==> config.mk <==
export PLATFORM = sky130hd
export DESIGN_NAME = prog_pkt_rx
export DESIGN_NICKNAME = d
export VERILOG_FILES = /design/src/rtl/prog_pkt_rx.sv
export SDC_FILE = /design/constraint.sdc
export NUM_CORES = 1
export LEC_CHECK = 0
export ABC_AREA = 1
export CAP_MARGIN = 40
export CORE_MARGIN = 2
export CORE_UTILIZATION = 30
export DETAILED_ROUTE_END_ITERATION = 12
export MAX_ROUTING_LAYER = met4
export PLACE_DENSITY = 0.57
export SYNTH_ARGS = -nofsm -noshare
export SYNTH_HDL_FRONTEND = slang
export SYNTH_SLANG_ARGS = --single-unit
==> constraint.sdc <==
create_clock -name clk_pix -period 6.95 [get_ports clk_pix]
set_input_delay 1.7375 -clock clk_pix [delete_from_list [all_inputs] [get_ports clk_pix]]
set_output_delay 1.7375 -clock clk_pix [all_outputs]
set_load 0.05 [all_outputs]
==> src/rtl/prog_pkt_rx.sv <==
`default_nettype none
//==============================================================================
// Module   : prog_pkt_rx
// Function : Framed UART packet receiver with XOR checksum; verified payloads
//            are held in a shadow register and committed on frame_start.
// Revision : 1.0 - initial release
//==============================================================================
module prog_pkt_rx #(
    parameter int         PROG_PAYLD_PKT_BITS = 48,
    parameter logic [7:0] SYNC_BYTE           = 8'hA5,
    parameter int         TIMEOUT_CYCLES      = 1000000
) (
    input  logic                           clk_pix,
    input  logic                           rst_pix,
    input  logic                           rx_valid,
    input  logic [7:0]                     rx_data,
    input  logic                           frame_start,
    output logic [PROG_PAYLD_PKT_BITS-1:0] prog_buffer,
    output logic                           is_sym_mode,
    output logic                           pkt_ok,
    output logic                           pkt_err,
    output logic                           busy
);

    localparam int c_payld_bytes = PROG_PAYLD_PKT_BITS / 8;
    localparam int c_idx_w       = (c_payld_bytes > 1) ? $clog2(c_payld_bytes) : 1;
    localparam int c_tmo_w       = $clog2(TIMEOUT_CYCLES);
    localparam logic [c_idx_w-1:0] c_idx_last = c_idx_w'(c_payld_bytes - 1);
    localparam logic [c_tmo_w-1:0] c_tmo_last = c_tmo_w'(TIMEOUT_CYCLES - 1);
    localparam logic [7:0]         c_cmd_prog = 8'h01;
    localparam logic [7:0]         c_cmd_exit = 8'h02;

    typedef enum logic [1:0] {
        S_IDLE    = 2'd0,
        S_CMD     = 2'd1,
        S_PAYLOAD = 2'd2,
        S_CHECK   = 2'd3
    } state_t;

    state_t                           r_state;
    state_t                           w_state_nxt;
    logic [c_idx_w-1:0]               r_idx;
    logic [c_idx_w-1:0]               w_idx_nxt;
    logic [7:0]                       r_chk;
    logic [7:0]                       w_chk_nxt;
    logic                             r_kind_prog;
    logic                             w_kind_nxt;
    logic [c_tmo_w-1:0]               r_tmo;
    logic [PROG_PAYLD_PKT_BITS-1:0]   r_asm;
    logic [PROG_PAYLD_PKT_BITS-1:0]   r_shadow;
    logic                             r_pend;
    logic                             r_pend_prog;
    logic [PROG_PAYLD_PKT_BITS-1:0]   r_prog_buffer;
    logic                             r_sym_mode;
    logic                             r_pkt_ok;
    logic                             r_pkt_err;
    logic                             w_asm_wr;
    logic                             w_accept;
    logic                             w_reject;
    logic                             w_timeout;
    logic                             w_commit;

    always_ff @(posedge clk_pix or posedge rst_pix) begin
        if (rst_pix) begin
            r_state     <= S_IDLE;
            r_idx       <= '0;
            r_chk       <= '0;
            r_kind_prog <= 1'b0;
        end else begin
            r_state     <= w_state_nxt;
            r_idx       <= w_idx_nxt;
            r_chk       <= w_chk_nxt;
            r_kind_prog <= w_kind_nxt;
        end
    end

    // A byte arriving on the timeout cycle keeps the packet alive.
    always_comb begin
        w_state_nxt = r_state;
        w_idx_nxt   = r_idx;
        w_chk_nxt   = r_chk;
        w_kind_nxt  = r_kind_prog;
        w_asm_wr    = 1'b0;
        w_accept    = 1'b0;
        w_reject    = 1'b0;
        w_timeout   = (r_state != S_IDLE) && !rx_valid && (r_tmo == c_tmo_last);
        case (r_state)
            S_IDLE: begin
                if (rx_valid && (rx_data == SYNC_BYTE)) begin
                    w_state_nxt = S_CMD;
                end
            end
            S_CMD: begin
                if (rx_valid) begin
                    if (rx_data == c_cmd_prog) begin
                        w_state_nxt = S_PAYLOAD;
                        w_idx_nxt   = '0;
                        w_chk_nxt   = c_cmd_prog;
                        w_kind_nxt  = 1'b1;
                    end else if (rx_data == c_cmd_exit) begin
                        w_state_nxt = S_CHECK;
                        w_chk_nxt   = c_cmd_exit;
                        w_kind_nxt  = 1'b0;
                    end else begin
                        w_state_nxt = S_IDLE;
                        w_reject    = 1'b1;
                    end
                end
            end
            S_PAYLOAD: begin
                if (rx_valid) begin
                    w_asm_wr  = 1'b1;
                    w_chk_nxt = r_chk ^ rx_data;
                    if (r_idx == c_idx_last) begin
                        w_state_nxt = S_CHECK;
                    end else begin
                        w_idx_nxt = r_idx + c_idx_w'(1);
                    end
                end
            end
            S_CHECK: begin
                if (rx_valid) begin
                    w_state_nxt = S_IDLE;
                    if (rx_data == r_chk) begin
                        w_accept = 1'b1;
                    end else begin
                        w_reject = 1'b1;
                    end
                end
            end
            default: begin
                w_state_nxt = S_IDLE;
            end
        endcase
        if (w_timeout) begin
            w_state_nxt = S_IDLE;
            w_reject    = 1'b1;
        end
    end

    always_ff @(posedge clk_pix or posedge rst_pix) begin
        if (rst_pix) begin
            r_tmo <= '0;
        end else if (rx_valid || (r_state == S_IDLE) || w_timeout) begin
            r_tmo <= '0;
        end else begin
            r_tmo <= r_tmo + c_tmo_w'(1);
        end
    end

    always_ff @(posedge clk_pix or posedge rst_pix) begin
        if (rst_pix) begin
            r_asm <= '0;
        end else if (w_asm_wr) begin
            for (int b = 0; b < c_payld_bytes; b++) begin
                if (r_idx == c_idx_w'(b)) begin
                    r_asm[b*8 +: 8] <= rx_data;
                end
            end
        end
    end

    // Commit sees the pending state from before this cycle, so a packet
    // accepted alongside frame_start waits for the next frame.
    assign w_commit = frame_start && r_pend;

    always_ff @(posedge clk_pix or posedge rst_pix) begin
        if (rst_pix) begin
            r_shadow      <= '0;
            r_pend        <= 1'b0;
            r_pend_prog   <= 1'b0;
            r_prog_buffer <= '0;
            r_sym_mode    <= 1'b0;
            r_pkt_ok      <= 1'b0;
            r_pkt_err     <= 1'b0;
        end else begin
            r_pkt_ok  <= w_accept;
            r_pkt_err <= w_reject;
            if (w_commit) begin
                if (r_pend_prog) begin
                    r_prog_buffer <= r_shadow;
                    r_sym_mode    <= 1'b1;
                end else begin
                    r_sym_mode    <= 1'b0;
                end
            end
            if (w_accept) begin
                r_pend      <= 1'b1;
                r_pend_prog <= r_kind_prog;
                if (r_kind_prog) begin
                    r_shadow <= r_asm;
                end
            end else if (w_commit) begin
                r_pend <= 1'b0;
            end
        end
    end

    assign prog_buffer = r_prog_buffer;
    assign is_sym_mode = r_sym_mode;
    assign pkt_ok      = r_pkt_ok;
    assign pkt_err     = r_pkt_err;
    assign busy        = (r_state != S_IDLE);

endmodule
`default_nettype wire

==> results of run 1 <==
## power breakdown
part	switching, mW	internal [mW]
Sequential	0.0421	1.12
Clock	0.442	0.517
Combinational	0.168	0.0770
Total	0.652	1.71
## placed cells by master (no fill, tap or decap), types with 2 or more instances in the layout
master / netlist / routed
nor3b_1: 4 / 4
a21oi_1: 47 / 47
clkbuf_16: 0 / 17
buf_4: 2 / 5
buf_12: 0 / 2
nor2_1: 88 / 88
nor2_4: 4 / 4
inv_2: 4 / 4
clkdlybuf4s50_1: 0 / 62
nand2_1: 190 / 189
inv_8: 0 / 3
nand3_1: 20 / 20
nor2_8: 3 / 3
nand4_1: 52 / 52
o21a_1: 3 / 3
xnor2_1: 4 / 4
inv_1: 37 / 36
nor3_1: 7 / 7
dfrtp_1: 183 / 183
mux2_2: 48 / 48
xor2_1: 10 / 10
o21ai_0: 18 / 18
ha_1: 6 / 6
inv_6: 0 / 7
## cells by family after synthesis
logic type      synth area share, %
simple gates                   21.7
compound gates                 4.68
xor+xnor                       1.59
buf+inv                        4.58
fa+ha+maj                     0.974
flops                          59.4
mux                            7.01
## per-stage QoR
step           instance area (um2)  setup slack (ps)  hold slack, ps  utilization (%)  cells
5_1_grt                       9240              2820             501             36.7   1168
4_1_cts                       9240              3060             476             36.7   1168
3_3_place_gp                  8600              2230             450             34.1   1134
3_5_place_dp                  8660              2570             458             34.4   1137
6_report                      9240              3100             473             36.7   1168
2_1_floorplan                 7710               240             433                -    772
## sequential cells by signal, summed over array words and instances, names as in the netlist
name and flops:
prog_buffer 48, pkt_ok 1, is_sym_mode 1, r_asm 48
r_pend_prog 1, pkt_err 1, r_idx 3, r_tmo 20
r_pend 1, r_kind_prog 1, r_shadow 48, r_chk 8
r_state 2
## worst paths after layout
check                        startpoint              to  slack, ps  cells past startpoint
setup / recovery             rx_data[6]    r_shadow[18]       3100                     12
hold / removal             r_shadow[34]    r_shadow[34]        470                      2
max in group asynchronous       rst_pix  prog_buffer[9]       4200                      4
min in group asynchronous       rst_pix        r_chk[2]       1540                      2
setup reg to reg             r_state[0]    r_shadow[18]       4600                      9
hold reg to reg            r_shadow[34]    r_shadow[34]        470                      2
## cell usage after synthesis (5+ instances only)
master	number	area [um2]
nand3_1	20	100
nand4_1	52	325
dfrtp_1	183	4580
mux2_2	48	541
buf_6	5	56.3
clkbuf_1	18	67.6
xor2_1	10	87.6
nor3_1	7	35.0
o21ai_0	18	90.1
inv_1	37	139
ha_1	6	75.1
buf_2	10	50.1
nor2_1	88	330
a21oi_1	47	235
nand2_1	190	713
## worst max-delay path, delay by kind of cell
family / cells / cell delay, ps
buffers and inverters: 4 / 1400
and+or+nand+nor: 8 / 1010
## final cells by class
class                   count  area, um2
well taps                 330        413
fillers                  2470      15900
multi-input cells         511       2780
repair buffers             71        731
inverters                  42        165
flip-flops and latches    183       4580
clock buffers              19        443
clock inverters            12        133
## layer usage
layer / routed length (um) / global-route usage [%]
met2: 7650 / 20.7
met1: 7860 / 17.5
met5: 0 / -
met4: 260 / 4.74
met3: 755 / 3.41
==> metrics.md, run 1 <==
| Metric | Value |
|---|---|
| Synth async-reset ratio | 100% |
| VDD IR max | 0.135 mV |
| Largest net degree at the start of global routing | 92 |
| Mean post-synth cell area | 9.98 um2 |
| # rows | 58 |
| Status | completed |
| Area Growth Syn to Fin | 19.9% |
| Global-route usage over all layers | 13.5% |
| Worst Max-Slew Pin Slew | 713 ps |
| Fmax | 0.260 GHz |
| CTS Sinks | 183 |
| CP endpoint kind | register |
| PortBufs | 63 |
| Final worst-path cycle share | 55.4% |
| First-pass GRT wire length | 27600 um |
| Crit path DAT | 4170 ps |
| Synth cell types | 31 |
| Io pins | 64 |
| Fin nets | 844 |
| Setup violators final | 0 |
| CP Class | input port to register |
| EDFF count, synth | 0 |
| Startpoint Class | input port |
| Power Total | 2.37 mW |
| Drt total wl | 16500 um |
| Core area | 25200 um2 |
| Detailed-route wire length per cell | 14.2 um |
| Via count | 5297 |
| Fin. Hold Viols | 0 |
| GP Congestion | 0.819 |
| Clock Skew | 11.4 ps |
| Post-DRT Antenna Nets | 0 |
| #FFs+latches synth | 183 |
| Slew HR | 52.4% |
| TritonCTS clock tree | yes |
| LEAKAGE | 4.53 nW |
| Post CTS Setup Buffer Count | 0 |
| Crit-path cells | clkdlybuf4s50_1, inv_2, nand2_1, nand2_1, nor2_1, nand3_1, nor2_2, buf_4, nand3_2, buf_12, nand2_1, nand2_1 |
| CTS H-tree lvls | 4 |
| CTS resizes | 0 |
| Die Footprint | 27000 um2 |
| Worst Path Max Fanout | 50 |
| DR pass1 iterations | 5 |
| Syn Nets | 790 |
| Fin Setup TNS | 0 ps |
| Post-synthesis sequential area ratio | 59.4% |
| Clk_lat worst skew | 440 ps |
| Yosys warnings | 0 |
| DR iter-0 viols | 405 |
| Residual DRC | 0 |
| PD cells | 256 nW/um2 |
| Starting Density | 30.6% |
| Max-slew violation count | 0 |
| Diode count | 0 |
| Unrepaired setup endpoints after global routing | no |
| Initial antenna violation count | 0 |
| Main synth FF type | dfrtp_1 |
| Vert. Die Dim | 164 um |
| Root Buffer | clkbuf_16 |
| Chip width | 164 um |
| WP data required | 7270 ps |
| Grt ovf | 0 |
| Crit path max-delay cell type | clkdlybuf4s50_1 |
| Clock-pin slew on the worst setup and hold paths | 70 ps |
| CTS Buffer Depth | 2 |
| Routed vias/inst | 4.54 |
| Final min period | 3850 ps |
| Syn Std Cell Area | 7710 um2 |
| Worst Hold Class | register to register |
| Synth Instances | 772 |
| CP dominant cell by count | nand2_1 |
| Max_cap viols | 0 |
| Max incr delay on CP | 540 ps |
| Post-cts hold buffer count | 0 |
| HPWL reported at the end of detailed placement | 10600 um |
| Vias in the first global route | 5186 |
| CTS Buf Count | 17 |
| Share of cells above drive strength 1 | 12.3% |
Note: power is estimated with default switching activity, not from simulation.
==> inputs of run 2 (changes only) <==
==> constraint.sdc (replaced) <==
create_clock -name clk_pix -period 3.35 [get_ports clk_pix]
set_input_delay 0.8375 -clock clk_pix [delete_from_list [all_inputs] [get_ports clk_pix]]
set_output_delay 0.8375 -clock clk_pix [all_outputs]
set_load 0.05 [all_outputs]
==> metrics.md, run 2 (synthesis results as in run 1) <==
| Metric | Value |
|---|---|
| Commonest non-fill, non-tap cells in the layout | 189 x nand2_1, 183 x dfrtp_1, 88 x nor2_1 |
| Post-cts hold buffer count | 0 (unchanged) |
| Most common cell after layout, fill and taps aside | nand2_1 |
| Post CTS Setup Buffer Count | 0 (unchanged) |
| CP bufs+invs | 2 (-2) |
| Core area | 25200 um2 (unchanged) |
| Unrepaired setup endpoints after global routing | no |
| Routed vias/inst | 4.57 (+0.72%) |
| First-pass GRT wire length | 28700 um (+3.9%) |
| TritonCTS clock tree | yes |
| DR top layer | met4 |
| CTS Sinks | 183 (unchanged) |
| R2r startpoint | r_tmo[0] |
| Detailed-route wire length per cell | 14.2 um (+0.33%) |
| Met2 Routed Length | 8000 um (+4.6%) |
| Setup slack, reg-to-reg | 1390 ps (-3210 ps) |
| Max incr delay on CP | 820 ps (+280 ps) |
| WP data required | 2510 ps (-4760 ps) |
| LEAKAGE | 4.57 nW (+0.83%) |
| Chip width | 164 um (unchanged) |
| Metal3 WL | 808 um (+7.0%) |
| Area Growth Syn to Fin | 20.8% |
| Fin Setup TNS | 0 ps (unchanged) |
| Crit path DAT | 1950 ps (-2220 ps) |
| Vert. Die Dim | 164 um (unchanged) |
| HP Start | r_tmo[0] |
| Startpoint Class | register |
| CP Class | register to output pin |
| Crit path max-delay cell type | clkdlybuf4s50_1 |
| Max-slew violation count | 0 (unchanged) |
| Slew HR | 54.0% (+1.6 points) |
| Final worst-path cycle share | 83.2% |
| # rows | 58 (unchanged) |
| RR Endpoint | r_tmo[10] |
| Grt ovf | 0 (unchanged) |
| Fmax | 0.359 GHz |
| Io pins | 64 (unchanged) |
| Clock Skew | 14.1 ps (+2.69 ps) |
| Clock-pin slew on the worst setup and hold paths | 70 ps (about the same) |
| PortBufs | 63 (unchanged) |
| Final instance count without filler cells | 1178 (+0.86%) |
| Met1 wire length | 7740 um (-1.6%) |
| CTS Buf Count | 17 (unchanged) |
| Fin. Hold Viols | 0 (unchanged) |
| WHS Endpoint | r_tmo[0] |
| Worst Reg-to-Reg Cells | 7 (-2) |
| Initial antenna violation count | 1 (+1) |
| Root Buffer | clkbuf_16 |
| CTS Buffer Depth | 2 (unchanged) |
| CTS resizes | 0 (unchanged) |
| Drt total wl | 16700 um (+1.2%) |
| Residual DRC | 0 (unchanged) |
| GP Congestion | 0.814 (-0.57%) |
| Largest net degree at the start of global routing | 71 (-23%) |
| Vias in the first global route | 5450 (+5.1%) |
| CP endpoint kind | output pin |
| CTS H-tree lvls | 4 (unchanged) |
| Setup violators final | 0 (unchanged) |
| Worst Path Max Fanout | 7 (-86%) |
| Share of cells above drive strength 1 | 13.1% (+0.81 points) |
| CP top delay family | buffers and inverters |
| Worst Hold Class | register to register |
| Via count | 5381 (+1.6%) |
| Status | completed |
| HPWL reported at the end of detailed placement | 11200 um (+5.5%) |
| Die Footprint | 27000 um2 (unchanged) |
| Worst Max-Slew Pin Slew | 689 ps (-24.1 ps) |
| Final min period | 2790 ps |
| VDD IR max | 0.319 mV (+140%) |
| DR iter-0 viols | 351 (-13%) |
| Fin nets | 852 (+0.95%) |
| Post-DRT Antenna Nets | 0 (unchanged) |
| Crit-path cells | nor2_1, inv_1, clkdlybuf4s50_1 |
| Cell total after placement | 1145 (+0.70%) |
| DR pass1 iterations | 4 (-1) |
| PD cells | 534 nW/um2 (+110%) |
| Max_cap viols | 0 (unchanged) |
| Starting Density | 30.6% (unchanged) |
| Worst Hold Depth | 1 (-1) |
| Clk_lat worst skew | 430 ps (about the same) |
| Global-route usage over all layers | 13.9% (+0.34 points) |
==> run 2: cell types whose count changed in the layout (fill, tap and decap cells not counted) <==
cell and delta:
bufinv_16 +1, inv_8 +1, clkinv_2 +1, clkbuf_8 -1
buf_12 +1, buf_4 +8, buf_16 -1, clkinvlp_4 +1
clkinv_4 +1, diode_2 +1, inv_6 -4, clkbuf_1 +1
==> run 2: cell type report <==
class | instances | area [um2]
fill | 2506 | 15900
sequential | 183 | 4580
multi-input combinational | 511 | 2780
timing repair buffer | 79 | 783
clock buffer | 19 | 433
tap | 330 | 413
inverter | 42 | 164
clock inverter | 13 | 161
antenna | 1 | 2.50
==> run 2: how the worst max path moves through the flow <==
stage	startpoint	endpoint	slack (ps)	depth (start not counted)
floorplan	rst_pix	is_sym_mode	160	1
global placement	rx_data[6]	r_pend_prog	670	11
detailed placement	rx_data[7]	r_pend_prog	610	10
CTS	r_state[0]	busy	540	3
global route	r_state[0]	busy	450	3
finish	r_state[0]	busy	560	3
==> run 2: metal layers <==
layer,vias to the layer above,track usage [%]
met5,-,-
met1,2609,17.6
li1,2674,-
met3,10,3.91
met4,0,3.91
met2,88,21.7
==> run 2: worst register-to-register path: cells and delay by family, from the launching register on <==
family                     cells  cell delay, ps
AOI/OAI and AO/OA              1             140
adders and majority gates      1             200
DFF                            1             380
and+or+nand+nor                5            1140
==> run 2: power by group <==
part	switching [mW]	total [mW]	internal, mW
Sequential	0.0852	2.41	2.32
Combinational	0.349	0.513	0.164
Clock	0.927	2.06	1.13
==> run 2: metrics by stage <==
stage | hold WS (ps) | cell area [um2] | setup slack (ps) | power (mW) | util [%]
6_report | 471 | 9310 | 563 | 4.98 | 37.0
5_1_grt | 500 | 9310 | 454 | 5.22 | 37.0
4_1_cts | 475 | 9310 | 541 | 5.04 | 37.0
3_5_place_dp | 459 | 8720 | 615 | 2.97 | 34.6
3_3_place_gp | 448 | 8720 | 665 | 2.96 | 34.6
2_1_floorplan | 433 | 7710 | 162 | 2.81 | -
